**src/rtl/fast_nm_encoder_pkg.sv**
```systemverilog
// Shared widths, field positions and pmap constants for the FAST new-message encoder.
// Also carries the stage-1 record passed from the compare stage to the pack logic.
package fast_nm_encoder_pkg;

    localparam int MAX_MESSAGE_BITS  = 280;
    localparam int FAST_MESSAGE_BITS = 344;
    localparam int PMAP_B            = 343;
    localparam int PMAP_E            = 328;
    localparam int PAYLOAD_BITS      = PMAP_E;
    localparam int FIELD_W           = 8;
    localparam int TIME_W            = 32;

    localparam int PID_LSB  = 272;
    localparam int MC_LSB   = 264;
    localparam int MT_LSB   = 256;
    localparam int RSV_LSB  = 248;
    localparam int TIME_LSB = 216;

    // pmap bit 15 is the stop/presence bit and is always set.
    localparam logic [15:0] PMAP_BASE = 16'h8000;

    typedef struct packed {
        logic [FIELD_W-1:0] pid;
        logic [FIELD_W-1:0] mc;
        logic [FIELD_W-1:0] mt;
        logic [TIME_W-1:0]  tm;
        logic               c_pid;
        logic               c_mc;
        logic               c_mt;
    } s1_t;

endpackage

```
**src/rtl/fast_nm_encoder_pack.sv**
```systemverilog
// Combinational payload packer: present header fields then time, left-justified at bit 327.
// Zero latency; no flow control of its own.
module fast_nm_pack
    import fast_nm_encoder_pkg::*;
(
    input  logic                    c_pid_i,
    input  logic                    c_mc_i,
    input  logic                    c_mt_i,
    input  logic [FIELD_W-1:0]      pid_i,
    input  logic [FIELD_W-1:0]      mc_i,
    input  logic [FIELD_W-1:0]      mt_i,
    input  logic [TIME_W-1:0]       time_i,
    output logic [PAYLOAD_BITS-1:0] payload_o,
    output logic [3:0]              len_o
);

    logic [3*FIELD_W-1:0]        hdr_acc;
    logic [1:0]                  hdr_n;
    logic [3*FIELD_W+TIME_W-1:0] word;
    logic [4:0]                  shift;

    // Present fields are shifted into the low bytes of hdr_acc; the final shift
    // drops the leading empty bytes so the first present field lands on top.
    always_comb begin
        hdr_acc = '0;
        hdr_n   = '0;
        if (!c_pid_i) begin
            hdr_acc = {hdr_acc[2*FIELD_W-1:0], pid_i};
            hdr_n   = hdr_n + 2'd1;
        end
        if (!c_mc_i) begin
            hdr_acc = {hdr_acc[2*FIELD_W-1:0], mc_i};
            hdr_n   = hdr_n + 2'd1;
        end
        if (!c_mt_i) begin
            hdr_acc = {hdr_acc[2*FIELD_W-1:0], mt_i};
            hdr_n   = hdr_n + 2'd1;
        end
        shift     = {2'd3 - hdr_n, 3'b000};
        word      = {hdr_acc, time_i} << shift;
        payload_o = {word, {(PAYLOAD_BITS-3*FIELD_W-TIME_W){1'b0}}};
        len_o     = 4'd4 + {2'b00, hdr_n};
    end

endmodule

```
**src/rtl/fast_nm_encoder.sv**
```systemverilog
// FAST new-message encoder: copy-dictionary compare (S1) then packed output register (S2).
// Latency 2 cycles accept-to-out_valid; in_ready falls only when both stages are full and stalled.
module fast_nm_encoder
    import fast_nm_encoder_pkg::*;
(
    input  logic                         clk,
    input  logic                         rst,
    input  logic [MAX_MESSAGE_BITS-1:0]  in_message,
    input  logic                         in_valid,
    output logic                         in_ready,
    input  logic                         dict_reset,
    output logic [FAST_MESSAGE_BITS-1:0] out_fast,
    output logic [3:0]                   out_len,
    output logic                         out_valid,
    input  logic                         out_ready,
    output logic [FIELD_W-1:0]           dict_pid,
    output logic [FIELD_W-1:0]           dict_mc,
    output logic [FIELD_W-1:0]           dict_mt,
    output logic                         dict_valid,
    output logic [15:0]                  msg_count
);

    s1_t                         s1_q, s1_d;
    logic                        s1_valid_q, s2_valid_q;
    logic [FAST_MESSAGE_BITS-1:0] out_fast_q;
    logic [3:0]                  out_len_q;
    logic [FIELD_W-1:0]          dict_pid_q, dict_mc_q, dict_mt_q;
    logic                        dict_valid_q;
    logic [15:0]                 msg_count_q;

    logic                        s1_advance, accept;
    logic [PAYLOAD_BITS-1:0]     pack_payload;
    logic [3:0]                  pack_len;
    logic [15:0]                 pmap;
    logic                        unused_msg_bits;

    assign unused_msg_bits = ^{in_message[RSV_LSB +: FIELD_W], in_message[TIME_LSB-1:0]};

    assign s1_advance = !s2_valid_q || out_ready;
    assign in_ready   = !s1_valid_q || s1_advance;
    assign accept     = in_valid && in_ready;

    // A dict_reset in the accepting cycle forces every field to be sent.
    always_comb begin
        s1_d       = '0;
        s1_d.pid   = in_message[PID_LSB +: FIELD_W];
        s1_d.mc    = in_message[MC_LSB +: FIELD_W];
        s1_d.mt    = in_message[MT_LSB +: FIELD_W];
        s1_d.tm    = in_message[TIME_LSB +: TIME_W];
        s1_d.c_pid = dict_valid_q && !dict_reset && (s1_d.pid == dict_pid_q);
        s1_d.c_mc  = dict_valid_q && !dict_reset && (s1_d.mc == dict_mc_q);
        s1_d.c_mt  = dict_valid_q && !dict_reset && (s1_d.mt == dict_mt_q);
    end

    fast_nm_pack u_pack (
        .c_pid_i   (s1_q.c_pid),
        .c_mc_i    (s1_q.c_mc),
        .c_mt_i    (s1_q.c_mt),
        .pid_i     (s1_q.pid),
        .mc_i      (s1_q.mc),
        .mt_i      (s1_q.mt),
        .time_i    (s1_q.tm),
        .payload_o (pack_payload),
        .len_o     (pack_len)
    );

    assign pmap = PMAP_BASE | {1'b0, s1_q.c_pid, s1_q.c_mc, s1_q.c_mt, 12'b0};

    always_ff @(posedge clk) begin
        if (rst) begin
            s1_q         <= '0;
            s1_valid_q   <= 1'b0;
            s2_valid_q   <= 1'b0;
            out_fast_q   <= '0;
            out_len_q    <= '0;
            dict_pid_q   <= '0;
            dict_mc_q    <= '0;
            dict_mt_q    <= '0;
            dict_valid_q <= 1'b0;
            msg_count_q  <= '0;
        end else begin
            if (in_ready) begin
                s1_valid_q <= accept;
                if (accept) s1_q <= s1_d;
            end
            if (s1_advance) begin
                s2_valid_q <= s1_valid_q;
                if (s1_valid_q) begin
                    out_fast_q <= {pmap, pack_payload};
                    out_len_q  <= pack_len;
                end
            end
            if (accept) begin
                dict_pid_q   <= s1_d.pid;
                dict_mc_q    <= s1_d.mc;
                dict_mt_q    <= s1_d.mt;
                dict_valid_q <= 1'b1;
            end else if (dict_reset) begin
                dict_pid_q   <= '0;
                dict_mc_q    <= '0;
                dict_mt_q    <= '0;
                dict_valid_q <= 1'b0;
            end
            if (s2_valid_q && out_ready) msg_count_q <= msg_count_q + 16'd1;
        end
    end

    assign out_fast   = out_fast_q;
    assign out_len    = out_len_q;
    assign out_valid  = s2_valid_q;
    assign dict_pid   = dict_pid_q;
    assign dict_mc    = dict_mc_q;
    assign dict_mt    = dict_mt_q;
    assign dict_valid = dict_valid_q;
    assign msg_count  = msg_count_q;

endmodule

```
**config.mk**
```make
export PLATFORM = sky130hd
export DESIGN_NAME = fast_nm_encoder
export DESIGN_NICKNAME = d
export VERILOG_FILES = /design/src/rtl/fast_nm_encoder_pkg.sv /design/src/rtl/fast_nm_encoder_pack.sv /design/src/rtl/fast_nm_encoder.sv
export SDC_FILE = /design/constraint.sdc
export NUM_CORES = 1
export LEC_CHECK = 0
export CAP_MARGIN = 15
export CORE_AREA = 3 3 259 261
export CTS_CLUSTER_DIAMETER = 100
export CTS_CLUSTER_SIZE = 16
export DETAILED_ROUTE_END_ITERATION = 8
export DIE_AREA = 0 0 262 264
export GPL_TIMING_DRIVEN = 0
export SETUP_SLACK_MARGIN = 0.02
export SKIP_LAST_GASP = 1
export SYNTH_ARGS = -nofsm -noshare
export SYNTH_HDL_FRONTEND = slang
export SYNTH_SLANG_ARGS = --single-unit
```
**constraint.sdc**
```tcl
create_clock -name clk -period 2.5 [get_ports clk]
set_input_delay 0.375 -clock clk [delete_from_list [all_inputs] [get_ports clk]]
set_output_delay 0.375 -clock clk [all_outputs]
set_load 0.01 [all_outputs]
```
; Yosys cells after proc, flatten, opt, wreduce, memory -nomap -nowiden
; Cells that the tools add are included.
[word_totals]
romBits = 0
mem_count = 0
reg_bits = 166
wordCells = 51
latch_bits = 0
ram_bits = 0
[classes]
eq_ne = 3
add_sub_neg = 5
n_mul = 0
n_div = 0
bitwise_logic = 0
n_reduce_logical = 14
shift = 1
magnitude_cmp = 0
mux = 12
[ops]
columns = op, count
row1 = 56-bit by 5-bit left shift with 56-bit output, 1
row2 = 8-bit 2-to-1 mux, 5
row3 = 8-bit == test, 3
row4 = 24-bit 2-to-1 mux, 1
row5 = 16-bit by 1-bit adder with 16-bit output (second input constant), 1
row6 = 16-bit 2-to-1 mux, 1
row7 = 1-bit logical AND, 6
row8 = 3-bit by 2-bit adder with 4-bit output (first input constant), 1
row9 = 2-bit 2-to-1 mux, 2
row10 = 2-bit AND reduction, 2
row11 = 1-bit logical NOT, 3
row12 = 1-bit 2-to-1 mux, 3
row13 = 1-bit by 1-bit adder with 2-bit output (second input constant), 1
row14 = 2-bit by 1-bit adder with 2-bit output (second input constant), 1
row15 = 1-bit logical OR, 2
row16 = 2-bit nonzero test, 1
row17 = 2-bit subtractor (first input constant), 1

; Logic depth before layout (Yosys ltp)
; Gate-level depths: netlist of run 1.
[depth]
depth_word = 7
depth_mapped = 8
ltp_nobuf = 6

; Modules after synthesis
; From an unflattened synthesis of run 1, not the netlist that was laid out.
[unflattened]
cells_unflattened = 2422
hier_area_um2 = 19005.7
[modules_own_cells]
columns = mod, cells_per_inst, area_per_inst_um2, instances
row1 = fast_nm_encoder, 1927, 15398.5, 1
row2 = fast_nm_pack, 495, 3607.2, 1

; Least setup slack after synthesis of run 1
; Ideal clock, no wire load.
[synth_path]
kind = reg-to-reg
startpoint = reg s1_q (netlist bit pmap[13])
endpoint = reg out_fast_q[306] (netlist: out_fast[306])
setup_slack_ns = 0.319
arrival_ns = 2.049
path_stages_with_launch = 9
n_path_buf = 2
cell_sequence = dfxtp_1 > inv_1 > ha_1 > buf_2 > xnor2_1 > buf_2 > mux2_2 > a22oi_1 > a21oi_1
[synth_between]
elab_chain_cells = 5
elab_cells_between_ends = 7
classes_between = add/sub (2) / shift (1) / mux (4)
[synth_rtl]
columns = element, line_no
row1 = "start, declared", fast_nm_encoder.sv:23  ; s1_t s1_q, s1_d;
row2 = "start signal, assigned", fast_nm_encoder.sv:71  ; s1_q <= '0;
row3 = "start signal, assigned", fast_nm_encoder.sv:84  ; if (accept) s1_q <= s1_d;
row4 = 2-bit 2-to-1 mux, fast_nm_encoder_pack.sv:31  ; if (!c_mc_i) begin
row5 = 2-bit by 1-bit adder with 2-bit output, fast_nm_encoder_pack.sv:37  ; hdr_n = hdr_n + 2'd1;
row6 = 2-bit 2-to-1 mux, fast_nm_encoder_pack.sv:35  ; if (!c_mt_i) begin
row7 = 2-bit subtractor, fast_nm_encoder_pack.sv:39  ; shift = {2'd3 - hdr_n, 3'b000};
row8 = 56-bit by 5-bit left shift with 56-bit output *, fast_nm_encoder_pack.sv:40  ; word = {hdr_acc, time_i} << shift;
row9 = "end signal, assigned", fast_nm_encoder.sv:89  ; out_fast_q <= {pmap, pack_payload};
row10 = "end, declared", fast_nm_encoder.sv:25  ; logic [FAST_MESSAGE_BITS-1:0] out_fast_q;
; Mark *: on every way between the ends. The rest lies on a longest branch, timed or not.
; A chain may end at the register's enable or synchronous reset.

; Worst setup path in the final report of run 1
[layout_path]
startpoint = in out_ready
endpoint = out in_ready
[layout_between]
elab_chain_cells = 2
[layout_rtl]
columns = element, line_no
row1 = "start, declared", fast_nm_encoder.sv:15  ; input logic out_ready,
row2 = 1-bit logical OR, fast_nm_encoder.sv:39  ; assign s1_advance = !s2_valid_q || out_ready;
row3 = 1-bit logical OR, fast_nm_encoder.sv:40  ; assign in_ready = !s1_valid_q || s1_advance;
row4 = "end, declared", fast_nm_encoder.sv:10  ; output logic in_ready,
; Every way passes these cells.

==> flow_summary.yaml, run 1 <==
worst_setup_path:
  cp-end-kind: "primary output"
  criticalPathCategory: "in -> out"
  required_ps: 2120
  crit-reg2reg-launch: "out_valid$_SDFFE_PP0P_"
  startpoint_type: "input port"
  critPathLaunch: "out_ready"
  reg2reg_slack_ps: 190
  worstPathArrival_ps: 2040
  path_max_fanout: 8
global_route:
  grt_max_degree: 17
  track_usage_pct: 10.6
  grt_pass1_vias: 7722
  antenna_found_initial: 9
  grt.overflow.total: 0
  grt_pass1_wl_um: 53300
sta:
  tightest_slew_ps: 865
  fmax_mhz: 413
  finClkSkew_ps: 13.3
  grt_setup_unrepaired: "false"
  finalHoldViolations: 0
  fin_crit_ps: 2420
  period_share_pct: 96.8
  slew_headroom_pct: 42.4
  maxSlewViolCount: 0
  fin_ws_ps: 80.3
  whs_ps: 456
  setup_viol: 0
place:
  post-place-ws_ps: -615
  dp_hpwl_um: 32600
  io_buffers: 166
  routabilityCongestion: 0.898
pwr:
  power_leakage_nw: 5.93
  switching_share_pct: 28.9
  vdd_drop_max_mv: 0.434
  p_int_mw: 4.88
  seqPwrFrac_pct: 41.2
  netSwitchingPower_mw: 1.99
  p_comb_share_pct: 18.5
  powerDensity_mw_per_mm2: 497
  clkPwrFrac_pct: 40.3
clock_network:
  clkTransAtPathRegs_ps: 70
  clkLatencyLatePin_ps: 440
  post-cts-setup-buffer-count: 0
  clockBufferDepth: 2
  clock-root-buffer: "clkbuf_16"
  numCtsBuffers: 17
  cts_tree: "built"
  clock-sinks: 164
  htree_levels: 4
floorplanning:
  ios: 676
  start_util_pct: 14.4
  die_w_um: 262
  die-area_mm2: 0.0692
  fp.coreArea_mm2: 0.0647
  die_h_um: 264
  rows: 93
detailed_routing:
  vias: 8619
  wl_um: 38900
  drtIter0Drc: 494
  wl_per_cell_um: 15.6
  antenna_left: 0
  drt_pass1_iterations: 5
  drc_errors: 0
  post_drt_via_cell_ratio: 3.46
synth:
  yosysUniqueCellTypes: 44
  synth_warnings: 0
  async_flop_share_pct: 0
  synth_top_area_share_pct: 35.1
  yosysTopAreaCell: "dfxtp_1"
  synth_seq_cells: 164
  syn_area_mm2: 0.00934
  synth_ff_type: "dfxtp_1"
  ys_seq_area_share_pct: 35.1
  synth_area_per_cell_um2: 8.13
  synthTopCellsByArea: "dfxtp_1 (35%), buf_4 (23%), nand2_1 (7.4%)"
  synthCells: 1150
  synth_edf_count: 0
finish:
  final_common_cell: "buf_4"
  syn2layout_area_growth_pct: 47.8
  layout_common_cells: "buf_4 (289), conb_1 (285), nand2_1 (185)"
  n_fill_cell: 7195
  layout.nets: 1907
  drive_gt1_share_pct: 23.1
run_status:
  status: "completed"
flow_run:
  maxCapViolations: 0
hold_path:
  min-delay-path-class: "reg -> reg"
  hp-start: "out_fast[291]$_SDFFE_PP0P_"
==> power groups by stage <==
| stage | clock network (mW) | registers, mW | logic [mW] |
|---|---|---|---|
| final | 2.77 | 2.83 | 1.27 |
| after global routing | 2.94 | 2.84 | 1.39 |
| after floorplan | 0 | 2.87 | 0.816 |
| after detailed placement | 0 | 2.89 | 1.24 |
| after CTS | 2.82 | 2.83 | 1.25 |
| after global placement | 0 | 2.89 | 1.24 |
==> what timing repair did <==
item	in CTS	in global routing
gates resized for setup	9	19
endpoints found under the setup margin	99	89
hold buffers	0	0
endpoints found under the hold margin	0	0
==> layer usage <==
metal / up-vias / routed length (um) / GRT usage, %
met4: 14 / 637 / 2.73
met1: 3846 / 16100 / 13.3
met2: 452 / 18000 / 17.4
met5: - / 98 / 0
li1: 4265 / - / -
met3: 42 / 4060 / 3.64
==> worst max-delay path, stage by stage <==
cell and delay [ps]:
clkdlybuf4s50_1 700, nand3b_1 350, clkdlybuf4s50_1 610
==> metrics by stage <==
step | util [%] | power (mW) | cell area (um2) | instances | setup TNS (ps)
after floorplan | - | 3.69 | 10400 | 1434 | 0
after global placement | 20.3 | 4.12 | 13100 | 2455 | -56720
after detailed placement | 20.3 | 4.13 | 13100 | 2455 | -58690
after CTS | 21.3 | 6.89 | 13800 | 2487 | 0
after global routing | 21.4 | 7.17 | 13800 | 2489 | 0
final | 21.4 | 6.87 | 13800 | 2489 | 0
==> cell usage after synthesis, types with 3 or more instances <==
cell,n
buf_4,286
nand2_1,185
dfxtp_1,164
a21oi_1,134
clkbuf_1,43
nor2_1,43
xor2_1,26
mux2_2,25
a22oi_1,21
inv_1,18
a32oi_1,16
mux2i_1,16
nand3_1,15
nand3b_1,14
buf_2,13
o21ai_0,13
o211ai_1,11
a2111oi_0,8
a221oi_1,8
nor3b_1,8
nor4_1,8
o221ai_1,8
nand2b_1,7
xnor2_1,7
buf_1,6
nor3_1,6
or3_1,6
nand4_1,5
nor2b_1,4
a22o_1,3
ha_1,3
o21bai_1,3
==> state kept, by name (all words and copies together) (netlist names) <==
signal and cells:
out_fast 59, s1_q 56, dict_pid 8, pmap 3, s1_valid_q 1, out_len 3
dict_mc 8, dict_mt 8, msg_count 16, dict_valid 1, out_valid 1
==> final timing paths <==
path	end	cells past startpoint
worst min-delay path	out_fast[291]$_SDFFE_PP0P_	2
worst max-delay path	in_ready	3
worst max register to register	s1_q[3]$_SDFFE_PP0P_	6
worst min register to register	out_fast[291]$_SDFFE_PP0P_	2
==> area by class of cell <==
type	count	area [um2]	share of cell area [%]
diodes	2	5.00	0.0362
plain buffers	348	2420	17.5
clock buffers	19	453	3.28
clock inverters	13	159	1.15
inverters	18	67.6	0.489
multi-input cells	904	4700	34.0
flip-flops and latches	164	3290	23.8
well taps	855	1070	7.74
repair buffers	166	1660	12.0
==> logic make-up (layout without fill, tap and decap cells) <==
logic type | Yosys count | after routing | share of synthesized area, %
other cells | 1 | 287 | 0.0401
flops | 164 | 164 | 35.1
simple gates | 312 | 312 | 14.9
compound gates | 230 | 230 | 15.3
fa+ha+maj | 3 | 3 | 0.402
buf+inv | 366 | 564 | 26.4
mux | 41 | 41 | 4.73
xor+xnor | 33 | 33 | 3.09
No activity file was read; power rests on OpenSTA's default activity.
==> run 2, diff against run 1 <==
Settings changed: CTS_CLUSTER_SIZE 16 to 8.
==> results of run 2 <==
Same layout as run 1: the final DEF is identical, and so are final timing and power.
